## config.mk

```make
export PLATFORM = sky130hd
export DESIGN_NAME = imem_fetch_ctrl
export DESIGN_NICKNAME = d
export VERILOG_FILES = /design/src/rtl/imem_fetch_ctrl.sv
export SDC_FILE = /design/constraint.sdc
export NUM_CORES = 1
export LEC_CHECK = 0
export CELL_PAD_IN_SITES_DETAIL_PLACEMENT = 1
export CELL_PAD_IN_SITES_GLOBAL_PLACEMENT = 1
export CORE_MARGIN = 3
export CORE_UTILIZATION = 22
export CTS_CLUSTER_SIZE = 40
export DETAILED_ROUTE_END_ITERATION = 7
export GPL_ROUTABILITY_DRIVEN = 0
export GPL_TIMING_DRIVEN = 0
export HOLD_SLACK_MARGIN = 0.02
export PLACE_DENSITY = 0.78
export SYNTH_ARGS = -nofsm -noshare
export SYNTH_HDL_FRONTEND = slang
export SYNTH_SLANG_ARGS = --single-unit
```

## constraint.sdc

```tcl
create_clock -name clk -period 1.8 [get_ports clk]
set_input_delay 0.27 -clock clk [delete_from_list [all_inputs] [get_ports clk]]
set_output_delay 0.27 -clock clk [all_outputs]
set_load 0.03 [all_outputs]
```

## src/rtl/imem_fetch_ctrl.sv

```systemverilog
// Instruction-memory owner: boot-loads the program, then fetches into a
// registered IF/ID slot with valid/ready backpressure and branch redirects.
module imem_fetch_ctrl #(
  parameter int          ADDR_W    = 10,
  parameter logic [31:0] RESET_PC  = 32'h0000_0000,
  parameter bit          BOOT_LOAD = 1'b1
) (
  input  logic              clk,
  input  logic              rst,
  input  logic              load_valid,
  output logic              load_ready,
  input  logic [ADDR_W-1:0] load_addr,
  input  logic [31:0]       load_data,
  input  logic              load_last,
  output logic              imem_we,
  output logic [31:0]       imem_waddr,
  output logic [31:0]       imem_wdata,
  output logic [31:0]       imem_addr,
  input  logic [31:0]       imem_rd,
  input  logic              redirect,
  input  logic [31:0]       redirect_pc,
  output logic              if_valid,
  input  logic              if_ready,
  output logic [31:0]       if_pc,
  output logic [31:0]       if_instr,
  output logic              loading,
  output logic [ADDR_W:0]   load_count
);

  typedef enum logic {LOAD, RUN} state_t;

  // PC lives in a 4*2^ADDR_W byte window; everything above wraps to zero.
  localparam logic [31:0]     PC_MASK = ((32'd1 << (ADDR_W + 2)) - 32'd1) & ~32'd3;
  localparam logic [ADDR_W:0] CNT_MAX = {1'b1, {ADDR_W{1'b0}}};
  localparam logic [ADDR_W:0] CNT_ONE = {{ADDR_W{1'b0}}, 1'b1};

  state_t      state;
  logic [31:0] pc;
  logic        advance;

  assign advance = !if_valid || if_ready;

  always_ff @(posedge clk or posedge rst) begin
    if (rst) begin
      state      <= BOOT_LOAD ? LOAD : RUN;
      pc         <= RESET_PC;
      if_valid   <= 1'b0;
      if_pc      <= '0;
      if_instr   <= '0;
      load_count <= '0;
    end else begin
      case (state)
        LOAD: begin
          if (load_valid) begin
            if (load_count != CNT_MAX) load_count <= load_count + CNT_ONE;
            if (load_last) state <= RUN;
          end
        end
        RUN: begin
          // Redirect flushes IF/ID but leaves the stale pc/instr visible.
          if (redirect) begin
            pc       <= redirect_pc & PC_MASK;
            if_valid <= 1'b0;
          end else if (advance) begin
            if_instr <= imem_rd;
            if_pc    <= pc;
            if_valid <= 1'b1;
            pc       <= (pc + 32'd4) & PC_MASK;
          end
        end
        default: state <= RUN;
      endcase
    end
  end

  assign loading    = (state == LOAD);
  assign load_ready = loading;
  assign imem_we    = loading && load_valid;
  assign imem_waddr = loading ? {{(30-ADDR_W){1'b0}}, load_addr, 2'b00} : 32'd0;
  assign imem_wdata = loading ? load_data : 32'd0;
  assign imem_addr  = pc;

endmodule
```

Word level (Yosys, flattened, before mapping)
Cells that the tools add are included.
{"block": "word_totals", "ff_bits": 109, "in_bits": 112, "output_inout_bits": 175, "wordCells": 27}
{"block": "op_classes", "add_sub_neg": 2, "eq_ne": 1, "mux": 9, "n_bitwise": 2, "reduce_logical": 7}
{"operator": "$mux 32", "n": 3}
{"operator": "$add 12x3->12 const B", "n": 1}
{"operator": "$mux 12", "n": 1}
{"operator": "$add 11x1->11 const B", "n": 1}
{"operator": "$ne 11x11->1 const B", "n": 1}
{"operator": "$reduce_and 3->1", "n": 2}
{"operator": "$mux 1", "n": 5}
{"operator": "$not 1->1", "n": 2}
{"operator": "$reduce_and 2->1", "n": 1}
{"operator": "$reduce_bool 2->1", "n": 1}
{"operator": "$logic_and 1x1->1", "n": 1}
{"operator": "$logic_not 1->1", "n": 1}
{"operator": "$logic_or 1x1->1", "n": 1}

Logic depth before layout (Yosys ltp)
Gate-level depths: netlist of the first run.
{"block": "depth", "word_depth": 4, "mapped_depth": 6, "mapped_depth_nobuf": 5}

Worst setup path after synthesis of the first run
No wires, ideal clock.
{"block": "synth_timing", "path_kind": "reg2reg", "start": "reg pc[2] (netlist: imem_addr[2])", "end": "reg pc[10] (netlist: imem_addr[10])", "setup_time_ps": 99, "arrival_time_ps": 1472, "path_slack_ps": 229, "stages_incl_launch_ff": 6, "path_buffers": 0, "period_less_slack_ps": 1571, "path_cell_list": "dfrtp_1 -> ha_1 -> nand3_1 -> nor2_1 -> a311oi_1 -> a311oi_1"}
{"block": "synth_via", "elab_chain_cells": 3}
{"element": "from (decl)", "line_no": "38", "text": "logic [31:0] pc;"}
{"element": "from (signal assigned)", "line_no": "62", "text": "pc <= redirect_pc & PC_MASK;"}
{"element": "from (signal assigned)", "line_no": "68", "text": "pc <= (pc + 32'd4) & PC_MASK;"}
{"element": "$add 12x3->12", "line_no": "68"}
{"element": "$mux 32", "line_no": "64", "text": "end else if (advance) begin"}
{"element": "$mux 32", "line_no": "61", "text": "if (redirect) begin"}
No other way between the ends. The select of a mux whose other input is x is not followed.
A chain may end at the register's enable or synchronous reset.

Worst setup path in the final report of the first run
{"block": "layout_timing", "start": "reg pc[11] (netlist: imem_addr[11])", "end": "out imem_addr[11]"}
{"element": "to (decl)", "line_no": "18", "text": "output logic [31:0] imem_addr,"}
No word-level cell between the ends.

==> metrics.md, run 1 <==
| Metric | Value |
|---|---|
| Status | `completed` |
| Sequential area share after synthesis | `0.433` |
| Critical path's slowest cell | `clkdlybuf4s50_1` |
| WP depth | `1` |
| Buf/Inv on CP | `1` |
| EDFF count, synth | `0` |
| Drc violations | `0` |
| Initial detailed-routing violation count | `between 40 and 50` |
| Final Power | `roughly 5200 µW` |
| Yosys top cell area share | `0.433` |
| DRT Wirelength | `13600 µm` |
| R2R cell count | `5` |
| Antenna violations before repair | `1` |
| Ant diodes | `0` |
| CTS Sinks | `65` |
| Rows | `47` |
| Clock Latency Late Sink | `~0.32 ns` |
| PortBufs | `between 150 and 200` |
| # hold bufs at CTS | `0` |
| DRT Pass-1 Iters | `4` |
| Core area | `between 0.015 and 0.02 mm²` |
| Synthesized cell area | `~0.0038 mm²` |
| Area of the multi-input gates | `0.00176 mm²` |
| Die area | `0.0187 mm²` |
| P per Cell Area | `between 800 and 900 mW/mm²` |
| I/O pins | `around 290` |
| Total track usage | `0.140` |
| Via count | `about 3300` |
| Mapped Cells | `333` |
| Pin count of the biggest net entering global routing | `43` |
| Synth warnings | `0` |
| Post-route ant nets | `0` |
| Htree depth | `3` |
| Area leader, netlist | `dfrtp_1` |
| Peak Freq | `between 500 and 600 MHz` |
| Vias in the first global route | `around 3500` |
| Synth top area cells | `dfrtp_1 43%, mux2_4 15%, buf_4 14%` |
| Die Wd | `roughly 140 µm` |
| Register area | `roughly 0.0016 mm²` |
| First-pass GRT wire length | `between 20000 and 25000 µm` |
| Worst slew pin tran | `roughly 0.63 ns` |
| CTS tree | `yes` |
| Dpl hpwl | `approximately 11000 µm` |
| Deepest clock path buffer count | `2` |
| Top delay family on crit path | `buffers and inverters` |
| Synth Area per Inst | `11.3 µm²` |
| RSZ-0062 raised after global routing | `false` |
| DP Worst Slack | `-0.344 ns` |
| Fill count | `roughly 1900` |
| Vias/cell | `3.98` |
| Synth async-reset ratio | `1.00` |
| Reg clk slew, reported paths | `0.05 ns` |
| Final nets | `around 720` |
| Die Ht | `roughly 140 µm` |
| Clock Tree Root | `clkbuf_16` |
| Post-DR wirelength/cell | `around 16 µm` |
| Setup crit start kind | `register` |
| CP peak stage delay | `0.73 ns` |
| Final setup vio count | `0` |
| Setup CP Type | `register to primary output` |
| #FFs+latches synth | `65` |
| Most used DFF post-synth | `dfrtp_1` |
| Overflow after GRT | `0` |
| Fin. max-slew vios | `0` |
| Most frequent cell after synthesis | `buf_4` |
| Clock skew | `around 0.0047 ns` |
| Class of the worst hold path | `input pin to async pin` |
| Synth unique cells | `40` |
| Relative slew slack | `0.578` |
| Worst IR Drop VDD | `between 0.4 and 0.5 mV` |
| Syn-to-layout area delta | `72.6%` |
| CP required | `1.53 ns` |
| Final core occ | `0.389` |
| Layout cell share with drive strength beyond 1 | `0.320` |
| Cells along the critical path | `clkdlybuf4s50_1` |
| Placed cell areas | `roughly 0.0063 mm²` |
| Worst EP arrival | `between 1 and 1.5 ns` |
| Post-layout min period | `roughly 1.7 ns` |
| Final Cell Area | `0.00648 mm²` |
| Commonest cells in the netlist | `68 x buf_4, 65 x dfrtp_1, 43 x nor2b_1` |
| Num CTS Buffers | `9` |
| Max_cap viols | `0` |
| Period Utilization, post-route | `0.967` |
| Crit-path max FO | `4` |
| Lkg Pwr | `between 0.003 and 0.004 µW` |
| Crit end category | `primary output` |
| Initial core utilization | `0.226` |
| R2r setup slk | `about 0.12 ns` |
| Hold Vio Cnt, Final | `0` |
| Final setup margin | `0.0602 ns` |
-- cells by family after synthesis --
| kind of cell | count (synthesis) | share of synthesized area |
|---|---|---|
| xor gates and xnor gates | 9 | 0.0210 |
| other | 1 | 0.000999 |
| adders and majority gates | 3 | 0.0100 |
| muxes | 44 | 0.168 |
| AOI/OAI and AO/OA | 33 | 0.0583 |
| DFF | 65 | 0.433 |
| and+or+nand+nor | 91 | 0.142 |
| buffers and inverters | 87 | 0.167 |
-- cells in the final DEF (no fill, tap or decap), types with 3 or more instances in the layout --
cell type / n
buf_6: 6
clkbuf_16: 9
ha_1: 3
xnor2_1: 8
conb_1: 66
nor2_1: 5
nor3_1: 6
nand2_1: 12
nor2b_2: 7
nand3_1: 8
mux2_2: 5
and3_1: 5
buf_4: 98
clkdlybuf4s50_1: 139
dlygate4sd2_1: 13
inv_1: 3
dfrtp_1: 63
nor2b_1: 36
mux2_4: 37
a21oi_1: 6
o21ai_0: 12
buf_2: 17
dlymetal6s2s_1: 3
-- metal layers --
| metal | GRT usage | vias to the layer above | routed length, µm |
|---|---|---|---|
| li1 | - | 1544 | - |
| met1 | 0.148 | 1570 | 4930 |
| met2 | 0.261 | 179 | 7230 |
| met3 | 0.0522 | 15 | 1350 |
| met4 | 0.0330 | 2 | 114 |
| met5 | 0 | - | 11 |
-- report_power, final --
part / switching, µW / internal, µW
registers: 154 / 1640
logic: 863 / 818
clock network: 613 / 1130
total: 1630 / 3600
-- cell type report --
class | instances | share of cell area
multi-input cells | 246 | 0.272
clock buffers | 12 | 0.0396
plain buffers | 82 | 0.0958
well taps | 220 | 0.0425
repair buffers | 199 | 0.289
clock inverters | 3 | 0.00618
flip-flops and latches | 65 | 0.251
inverters | 5 | 0.00347
-- repair_timing --
action | in CTS | in global routing
resized for setup | 249 | 25
endpoints found under the setup margin | 55 | 47
setup buffers | 0 | 0
cloned | 0 | 0
pin swaps | 0 | 0
-- stage by stage --
stage	setup TNS, ns	std cells	hold slack (ns)
2_1_floorplan	0	398	0.384
3_3_place_gp	-15.79	815	0.482
3_5_place_dp	-14.90	817	0.496
4_1_cts	-0.163	832	0.167
5_1_grt	0	832	0.165
6_report	0	832	0.178
-- state kept, by name, summed over array words and instances, names as in the netlist --
signal	count
if_pc	10
if_valid	1
if_instr	32
load_count	11
state	1
imem_addr	10
-- path summary, 6_finish.rpt --
kind,start,to
worst max-delay path,imem_addr[11],imem_addr[11]
worst max register to register,imem_addr[3],imem_addr[10]
worst min-delay path,rst,if_instr[2]
min in group clk,redirect,imem_addr[2]
worst min register to register,if_instr[11],if_instr[11]
max in group asynchronous,rst,imem_addr[2]
(Power assumes the default switching activity.)
==> run 2: changes to the inputs <==
- CORE_MARGIN: 3 -> not set
- CTS_CLUSTER_DIAMETER: not set -> 50
==> run 2 against run 1 <==
Effect of this change:
- power grew 0.61%
- routed wire length shrank 2.3%
- sequential power is essentially flat
- sequential share of layout area is essentially flat
- register-to-register slack gained 0.05 ns
- die area shrank 5.8%
- combinational power is essentially flat
- critical path type unchanged
==> metrics.md, run 2 (synthesis results as in run 1) <==
| Metric | Value |
|---|---|
| Status | `completed` |
| Vias in the first global route | `about 3700` |
| Metal3 WL | `~930 µm` |
| Top reg by flops | `if_instr` |
| Relative slew slack | `0.443` |
| Die Ht | `133 µm` |
| Initial core utilization | `0.226` |
| Via count | `approximately 3300` |
| Post-layout min period | `roughly 1.7 ns` |
| Register area | `0.00163 mm²` |
| CP peak stage delay | `between 0.7 and 0.8 ns` |
| Worst IR Drop VDD | `0.439 mV` |
| Top delay family on crit path | `buffers and inverters` |
| Post-DR wirelength/cell | `between 15 and 20 µm` |
| WHS | `0.398 ns` |
| DRT Pass-1 Iters | `4` |
| Final setup vio count | `0` |
| Clock Tree Root | `clkbuf_16` |
| Layout cell share with drive strength beyond 1 | `0.319` |
| CTS Sinks | `65` |
| Overflow after GRT | `0` |
| Die Wd | `between 100 and 150 µm` |
| Die area | `between 0.015 and 0.02 mm²` |
| Number of flip-flops under the largest register name | `32` |
| Worst slew pin tran | `approximately 0.83 ns` |
| Initial detailed-routing violation count | `65` |
| Class of the worst hold path | `input pin to register` |
| Total track usage | `0.155` |
| Drc violations | `0` |
| Hold Vio Cnt, Final | `0` |
| P per Cell Area | `813 mW/mm²` |
| Commonest non-fill, non-tap cell in the layout | `clkdlybuf4s50_1` |
| Worst EP arrival | `around 1.5 ns` |
| Dpl hpwl | `roughly 11000 µm` |
| Setup TNS Final | `0 ns` |
| Critical path's slowest cell | `clkdlybuf4s50_1` |
| DRT Wirelength | `between 10000 and 15000 µm` |
| Area of the multi-input gates | `roughly 0.0018 mm²` |
| M1 WL | `~4900 µm` |
| Clock skew | `~0.0053 ns` |
| Routed met2 length | `roughly 7300 µm` |
| PortBufs | `between 150 and 200` |
| Clock Latency Late Sink | `around 0.32 ns` |
| Fill count | `roughly 1900` |
| I/O pins | `between 200 and 300` |
| Post-CTS Setup Bufs | `0` |
| Post-route ant nets | `0` |
| Htree depth | `3` |
| Pin count of the biggest net entering global routing | `38` |
| Deepest clock path buffer count | `2` |
| Final nets | `about 720` |
| CP required | `1.53 ns` |
| Uppermost layer routed | `met4` |
| Cells along the critical path | `clkdlybuf4s50_1` |
| RSZ-0062 raised after global routing | `true` |
| Placed cell areas | `between 0.006 and 0.007 mm²` |
| Fin. max-slew vios | `0` |
| Crit end category | `primary output` |
| Peak Freq | `575 MHz` |
| Rows | `47` |
| Num CTS Buffers | `9` |
| Crit-path max FO | `6` |
| Largest registers | `if_instr (32), load_count (11)` |
| Lkg Pwr | `between 0.003 and 0.004 µW` |
| Setup CP Type | `register to primary output` |
| Setup crit start kind | `register` |
| Ant diodes | `0` |
| Syn-to-layout area delta | `72.2%` |
| Commonest non-fill, non-tap cells in the layout | `139 x clkdlybuf4s50_1, 89 x buf_4, 66 x conb_1` |
| Vias/cell | `about 4.0` |
| First-pass GRT wire length | `between 20000 and 25000 µm` |
| CTS tree | `yes` |
| Period Utilization, post-route | `0.966` |
| Max_cap viols | `0` |
| Reg clk slew, reported paths | `roughly 0.050 ns` |
| Buf/Inv on CP | `1` |
| Core area | `between 0.015 and 0.02 mm²` |
| Final Cell Area | `0.00646 mm²` |
| Antenna violations before repair | `0` |
-- run 2: cell types whose count changed in the layout (fill, tap and decap cells not counted), sizes merged --
cell	delta
buf	-6
clkinv	-1
clkbuf	+7
-- run 2: final cells by class --
| class | count | area share |
|---|---|---|
| repair buffers | 198 | 0.285 |
| multi-input cells | 246 | 0.273 |
| flip-flops and latches | 65 | 0.252 |
| plain buffers | 82 | 0.0960 |
| well taps | 220 | 0.0426 |
| clock buffers | 14 | 0.0424 |
| clock inverters | 2 | 0.00542 |
| inverters | 5 | 0.00348 |
-- run 2: what timing repair did --
| item | CTS | global route |
|---|---|---|
| hold buffers | 0 | 0 |
| gates resized for setup | 232 | 48 |
| pin swaps | 0 | 0 |
| cloned | 0 | 0 |
| setup endpoints to repair | 55 | 44 |
-- run 2: metrics by stage --
stage / utilization / instances / worst slack [ns] / total power (µW)
after global placement: 0.376 / 815 / -0.333 / 3460
after detailed placement: 0.377 / 816 / -0.351 / 3510
after global routing: 0.388 / 832 / -0.00622 / 5480
after floorplan: - / 398 / 0.229 / 2810
after CTS: 0.384 / 832 / -0.0176 / 5330
final: 0.388 / 832 / 0.0619 / 5260
-- run 2: metal layers --
metal,vias to the layer above,global-route usage
met3,16,0.0364
met5,-,0
met1,1606,0.161
met2,182,0.303
li1,1545,-
met4,0,0.0504
-- run 2: final timing paths --
| kind | start | endpoint | slack, ns | cells after the start |
|---|---|---|---|---|
| max in group asynchronous | rst | state | 0.73 | 3 |
| setup reg to reg | imem_addr[3] | imem_addr[10] | 0.17 | 5 |
| hold / removal | redirect | imem_addr[2] | 0.40 | 3 |
| min in group asynchronous | rst | load_count[10] | 0.46 | 2 |
| setup / recovery | load_count[2] | load_count[2] | 0.06 | 1 |
| hold reg to reg | if_pc[10] | if_pc[10] | 0.50 | 1 |
-- run 2: where the power goes --
part,leakage [µW],internal (µW),switching (µW)
Clock,0.000153,1180,610
Sequential,0.000782,1640,151
Combinational,0.00218,814,857
Total,0.00312,3640,1620
==> RTL edit 1 (settings of run 2) <==
Change the parameter `BOOT_LOAD` from 1'b1 to 1'b0.
--- a/src/rtl/imem_fetch_ctrl.sv
+++ b/src/rtl/imem_fetch_ctrl.sv
@@ -3,7 +3,7 @@
 module imem_fetch_ctrl #(
   parameter int          ADDR_W    = 10,
   parameter logic [31:0] RESET_PC  = 32'h0000_0000,
-  parameter bit          BOOT_LOAD = 1'b1
+  parameter bit          BOOT_LOAD = 1'b0
 ) (
   input  logic              clk,
   input  logic              rst,
Behaviour: not the same (Yosys sat finds a counterexample within 4 cycles, from zero or initial values and one cycle with rst high).
==> RTL edit 1 against run 2 <==
  * Wire length down 2.8%
  * Area after synthesis about the same
  * Power down 3.7%
  * Sequential cell count unchanged
  * Final area down 1.4%
  * Global-route usage down 0.75 points
  * Setup slack better by 0.0030 ns
==> RTL edit 1: results (changes against run 2) <==
outcome:
  status: "finished, final reports clean"
clock_network:
  clock_latency_ns: 0.33
worst_setup_path:
  crit_family: "buffers and inverters"
  reg2reg_depth: 5  # unchanged
  r2r_slack_ns: 0.12  # -0.05 ns
  startpoint: "load_count[2]$_DFFE_PP0P_"
  r2r_start: "state$_DFF_PP1_"
  r2r-end: "if_pc[4]$_DFFE_PP0P_"
synthesis:
  synthTopCellsByArea: "dfrtp_1 43%, mux2_4 15%, buf_4 14%"
  synth_mux_area_share_pct: 16.82  # about the same
  synthAdderAreaFrac_pct: 0.9993  # about the same
  ys_seq_area_share_pct: 43.34  # about the same
  syn_inst: 333  # unchanged
  synth_cell_types: 41  # +2.5%
  synth_compound_gate_area_share_pct: 5.829  # about the same
  ys_top_cells_by_count: "68 x buf_4, 64 x dfrtp_1, 43 x nor2b_1"
  synth_xor_area_share_pct: 2.099  # about the same
pwr:
  power_leakage_nw: 3.114  # -0.13%
  p_clk_share_pct: 31.4  # -2.7 points
  p_sw_mw: 1.645  # +1.7%
  seqPwrFrac_pct: 35.4  # +1.3 points
  peakVddDrop_mv: 0.3792  # -14%
cells_and_area:
  fillCellCount: 1899  # +1.3%
  final_util_pct: 38.32  # -0.53 points
  layout.nets: 723  # +0.14%
  drive_gt1_share_pct: 30.83  # -1.0 points
routing:
  met3WireLength_mm: 1.146  # +23%
  wl_per_cell_um: 15.55  # -2.9%
  vias: 3330  # -0.57%
  drt-met1-wl_mm: 4.761  # -2.1%
  vias_per_cell: 3.998  # -0.69%
  drtIter0Drc: 47  # -28%
  route.met2.wl_mm: 6.882  # -5.7%
global_route:
  grt_pass1_wl_mm: 19.89  # -4.4%
  grt_util_met3_pct: 5.211  # +1.6 points
  first_global_vias: 3577  # -2.6%
  grt_use_met2_pct: 27.51  # -2.7 points
  grt_start_max_net_pins: 35  # -7.9%
  grt.total_usage_pct: 14.74  # -0.75 points
  met1_usage_pct: 15.36  # -0.70 points
placed_design:
  place_area_sq_mm: 0.006271  # about the same
  dp_hpwl_mm: 10.38  # -4.2%
  post-place-ws_ns: -0.4175  # -0.06598 ns
sta:
  hold_ws_ns: 0.4046  # +0.006216 ns
  finClkSkew_ns: 0.004821  # -0.0004592 ns
  period_minus_slack_ns: 1.735  # -0.002988 ns
  relSlewSlack_pct: 49.03  # +4.8 points
  slew_violations: 0  # unchanged
hold_path:
  min_from: "redirect"
## RTL edit 1: cell count changes in the layout (fill, tap and decap cells not counted), moves of 2 or more
cell	run 2	this run
buf_2	21	44
buf_4	89	70
nor2b_1	35	43
nor2b_2	8	0
clkbuf_4	6	0
clkinv_2	1	3
## RTL edit 1: area by class of cell
| cell class | count | area share (%) |
|---|---|---|
| clock buffer | 11 | 3.806 |
| timing repair buffer | 199 | 28.00 |
| inverter | 5 | 0.3531 |
| buffer | 82 | 10.12 |
| multi-input combinational | 246 | 27.39 |
| sequential | 65 | 25.52 |
| clock inverter | 5 | 0.4905 |
| tap | 220 | 4.316 |
## RTL edit 1: what timing repair did
item | CTS | global route
pin swaps | 0 | 0
resized for setup | 200 | 36
setup buffers | 0 | 1
setup endpoints to repair | 54 | 38
==> RTL edit 2 (settings of run 2) <==
Made on the original files. Make the reset (`rst`) synchronous in one clocked block.
--- a/src/rtl/imem_fetch_ctrl.sv
+++ b/src/rtl/imem_fetch_ctrl.sv
@@ -40,7 +40,7 @@
 
   assign advance = !if_valid || if_ready;
 
-  always_ff @(posedge clk or posedge rst) begin
+  always_ff @(posedge clk) begin
     if (rst) begin
       state      <= BOOT_LOAD ? LOAD : RUN;
       pc         <= RESET_PC;
Formal check against the unedited RTL: differs if rst is asserted again (counterexample within 4 cycles, from zero or initial values and one cycle with rst high); with rst held inactive, the same outputs for 4 cycles.
==> RTL edit 2 against run 2 <==
  * Synthesized cell count up 32%
  * Area after synthesis down 9.6%
  * Power down 12%
  * Sequential cell count unchanged
  * Final area down 5.7%
  * Critical endpoint is now load_count[8]
  * Core utilization up 1.4 points
  * Setup slack worse by 0.014 ns
  * Wire length down 0.92%
==> RTL edit 2: results (changes against run 2) <==
outcome:
  status: "finished, final reports clean"
synthesis:
  ys_top_cells_by_count: "90 x nand2_1, 67 x buf_4, 65 x dfxtp_1"
  ys_seq_area_share_pct: 38.35  # -5.0 points
  yosysTopAreaCell: "dfxtp_1"
  async_flop_share_pct: 0  # -100 points
  avgSynthCellArea_sq_um: 7.712  # -32%
  synthTopCellsByArea: "dfxtp_1 38%, buf_4 15%, nand2_1 10%"
  yosys_warnings: 0  # unchanged
  synth_cell_types: 39  # -2.5%
worst_setup_path:
  startpoint: "load_count[8]$_SDFFE_PP0P_"
  r2r_start: "load_count[0]$_SDFFE_PP0P_"
  crit_arrival_ns: 1.48
  crit_family: "buffers and inverters"
  critPathCapture: "load_count[8]"
  reg2reg_depth: 6  # +1
  r2r-end: "load_count[2]$_SDFFE_PP0P_"
  r2r_slack_ns: 0.06  # -0.11 ns
  max_stage_delay_ns: 0.72  # about the same
  crit_slowest_cell: "clkdlybuf4s50_1"
  crit_fanout: 5  # -1
clock_network:
  numCtsBuffers: 9  # unchanged
  root_buffer: "clkbuf_16"
  clock_latency_ns: 0.33
  tritoncts: "yes"
  h-tree-depth: 3  # unchanged
  clk_pin_slew_ns: 0.06
cells_and_area:
  multi_input_gates: 343  # +39%
  clk_share_pct: 5.255  # +0.47 points
  nClkBuffers: 10  # -4
  top_regs: "if_instr x32, load_count x11"
  drive_gt1_share_pct: 20.47  # -11 points
  multi_input_area_share_pct: 28.80  # +1.5 points
  final-nonclk-buf-share_pct: 40.21  # +2.1 points
  sh_seq_area_pct: 21.45  # -3.7 points
  n_all_buffers: 287  # +2.5%
  inv_count: 7  # +2
  diodes: 0  # unchanged
  layout.nets: 828  # +15%
  fillCellCount: 1853  # -1.2%
  seq_cell_count: 65  # unchanged
hold_path:
  holdCritPathClass: "flip-flop to flip-flop"
global_route:
  grt.total_usage_pct: 16.36  # +0.87 points
  grt_start_max_net_pins: 13  # -66%
  first_global_vias: 3719  # +1.3%
  grt_pass1_wl_mm: 20.01  # -3.9%
placed_design:
  portBuffers: 198  # +0.51%
  post-place-cells: 891  # +9.2%
  dp_hpwl_mm: 10.54  # -2.7%
pwr:
  power_leakage_nw: 2.702  # -13%
  peakVddDrop_mv: 0.5049  # +15%
  netSwitchingFraction_pct: 30.93  # +0.15 points
routing:
  first_pass_iters: 5  # +1
  drtIter0Drc: 123  # +89%
  drt-total-wl_mm: 13.20  # -0.92%
  vias: 3779  # +13%
  wl_per_cell_um: 14.57  # -9.0%
sta:
  finClkSkew_ns: 0.005927  # +0.0006468 ns
  worstMarginPinSlew_ns: 0.5345  # -0.3000 ns
  hold_viol: 0  # unchanged
## RTL edit 2: cell count changes after synthesis, sizes merged, moves of 5 or more
cell    change
a21oi      +45
clkbuf     +18
a211oi      +6
nand2      +78
buf        -10
nand4       +5
dfxtp      +65
xor2        +7
xnor2       -7
mux2       -41
dfrtp      -65
nor2       +15
o21ai       -8
## RTL edit 2: how the worst min path moves through the flow
stage / start / to / slack, ns / cells past startpoint
after detailed placement: if_instr[8]$_SDFFE_PP0P_ / if_instr[8]$_SDFFE_PP0P_ / 0.45 / 2
after global placement: if_instr[8]$_SDFFE_PP0P_ / if_instr[8]$_SDFFE_PP0P_ / 0.44 / 2
after floorplan: imem_rd[0] / if_instr[0]$_SDFFE_PP0P_ / 0.41 / 2
after global routing: if_pc[6]$_SDFFE_PP0P_ / if_pc[6]$_SDFFE_PP0P_ / 0.48 / 2
final: if_instr[5]$_SDFFE_PP0P_ / if_instr[5]$_SDFFE_PP0P_ / 0.45 / 2
after CTS: if_instr[8]$_SDFFE_PP0P_ / if_instr[8]$_SDFFE_PP0P_ / 0.45 / 2
## RTL edit 2: power by group through the flow
stage	logic, mW	registers (mW)	clock network (mW)
after floorplan	0.654	1.64	0
after global placement	1.25	1.56	0
after detailed placement	1.25	1.56	0
after CTS	1.21	1.53	1.97
after global routing	1.28	1.54	2.02
final	1.20	1.53	1.90
## RTL edit 2: metrics by stage
step | TNS [ns] | instance area [sq um] | hold WS [ns] | power [mW] | setup WS [ns]
finish | 0 | 6096 | 0.4519 | 4.639 | 0.04774
global route | -0.1606 | 6096 | 0.4751 | 4.842 | -0.05099
CTS | -0.01626 | 6106 | 0.4547 | 4.722 | -0.009645
detailed placement | -55.02 | 5857 | 0.4466 | 2.816 | -0.7809
global placement | -53.35 | 5857 | 0.4418 | 2.813 | -0.7821
floorplan | 0 | 3640 | 0.4060 | 2.293 | 0.04694
## RTL edit 2: logic make-up after synthesis
| group | share of synthesized area [%] |
|---|---|
| buffers and inverters | 18.14 |
| AO/OA/AOI/OAI | 12.32 |
| flip-flops | 38.35 |
| multiplexers | 1.217 |
| XOR/XNOR | 2.323 |
| adder cells (fa/ha/maj) | 1.106 |
| other | 0.1105 |
| AND/OR/NAND/NOR | 26.44 |
## RTL edit 2: per-layer routing
layer / part of all wire (%) / vias up / track usage (%) / routed length [um]
met4: 0.67 / 0 / 3.898 / 88
li1: - / 1868 / - / -
met2: 51 / 176 / 29.93 / 6698
met1: 39 / 1727 / 16.99 / 5168
met5: 0 / - / 0 / 0
met3: 9.4 / 8 / 7.307 / 1245
## RTL edit 2: what timing repair did
action | CTS | global route
gates cloned | 0 | 0
setup endpoints to repair | 99 | 67
resized for setup | 192 | 58
pin swaps | 1 | 0
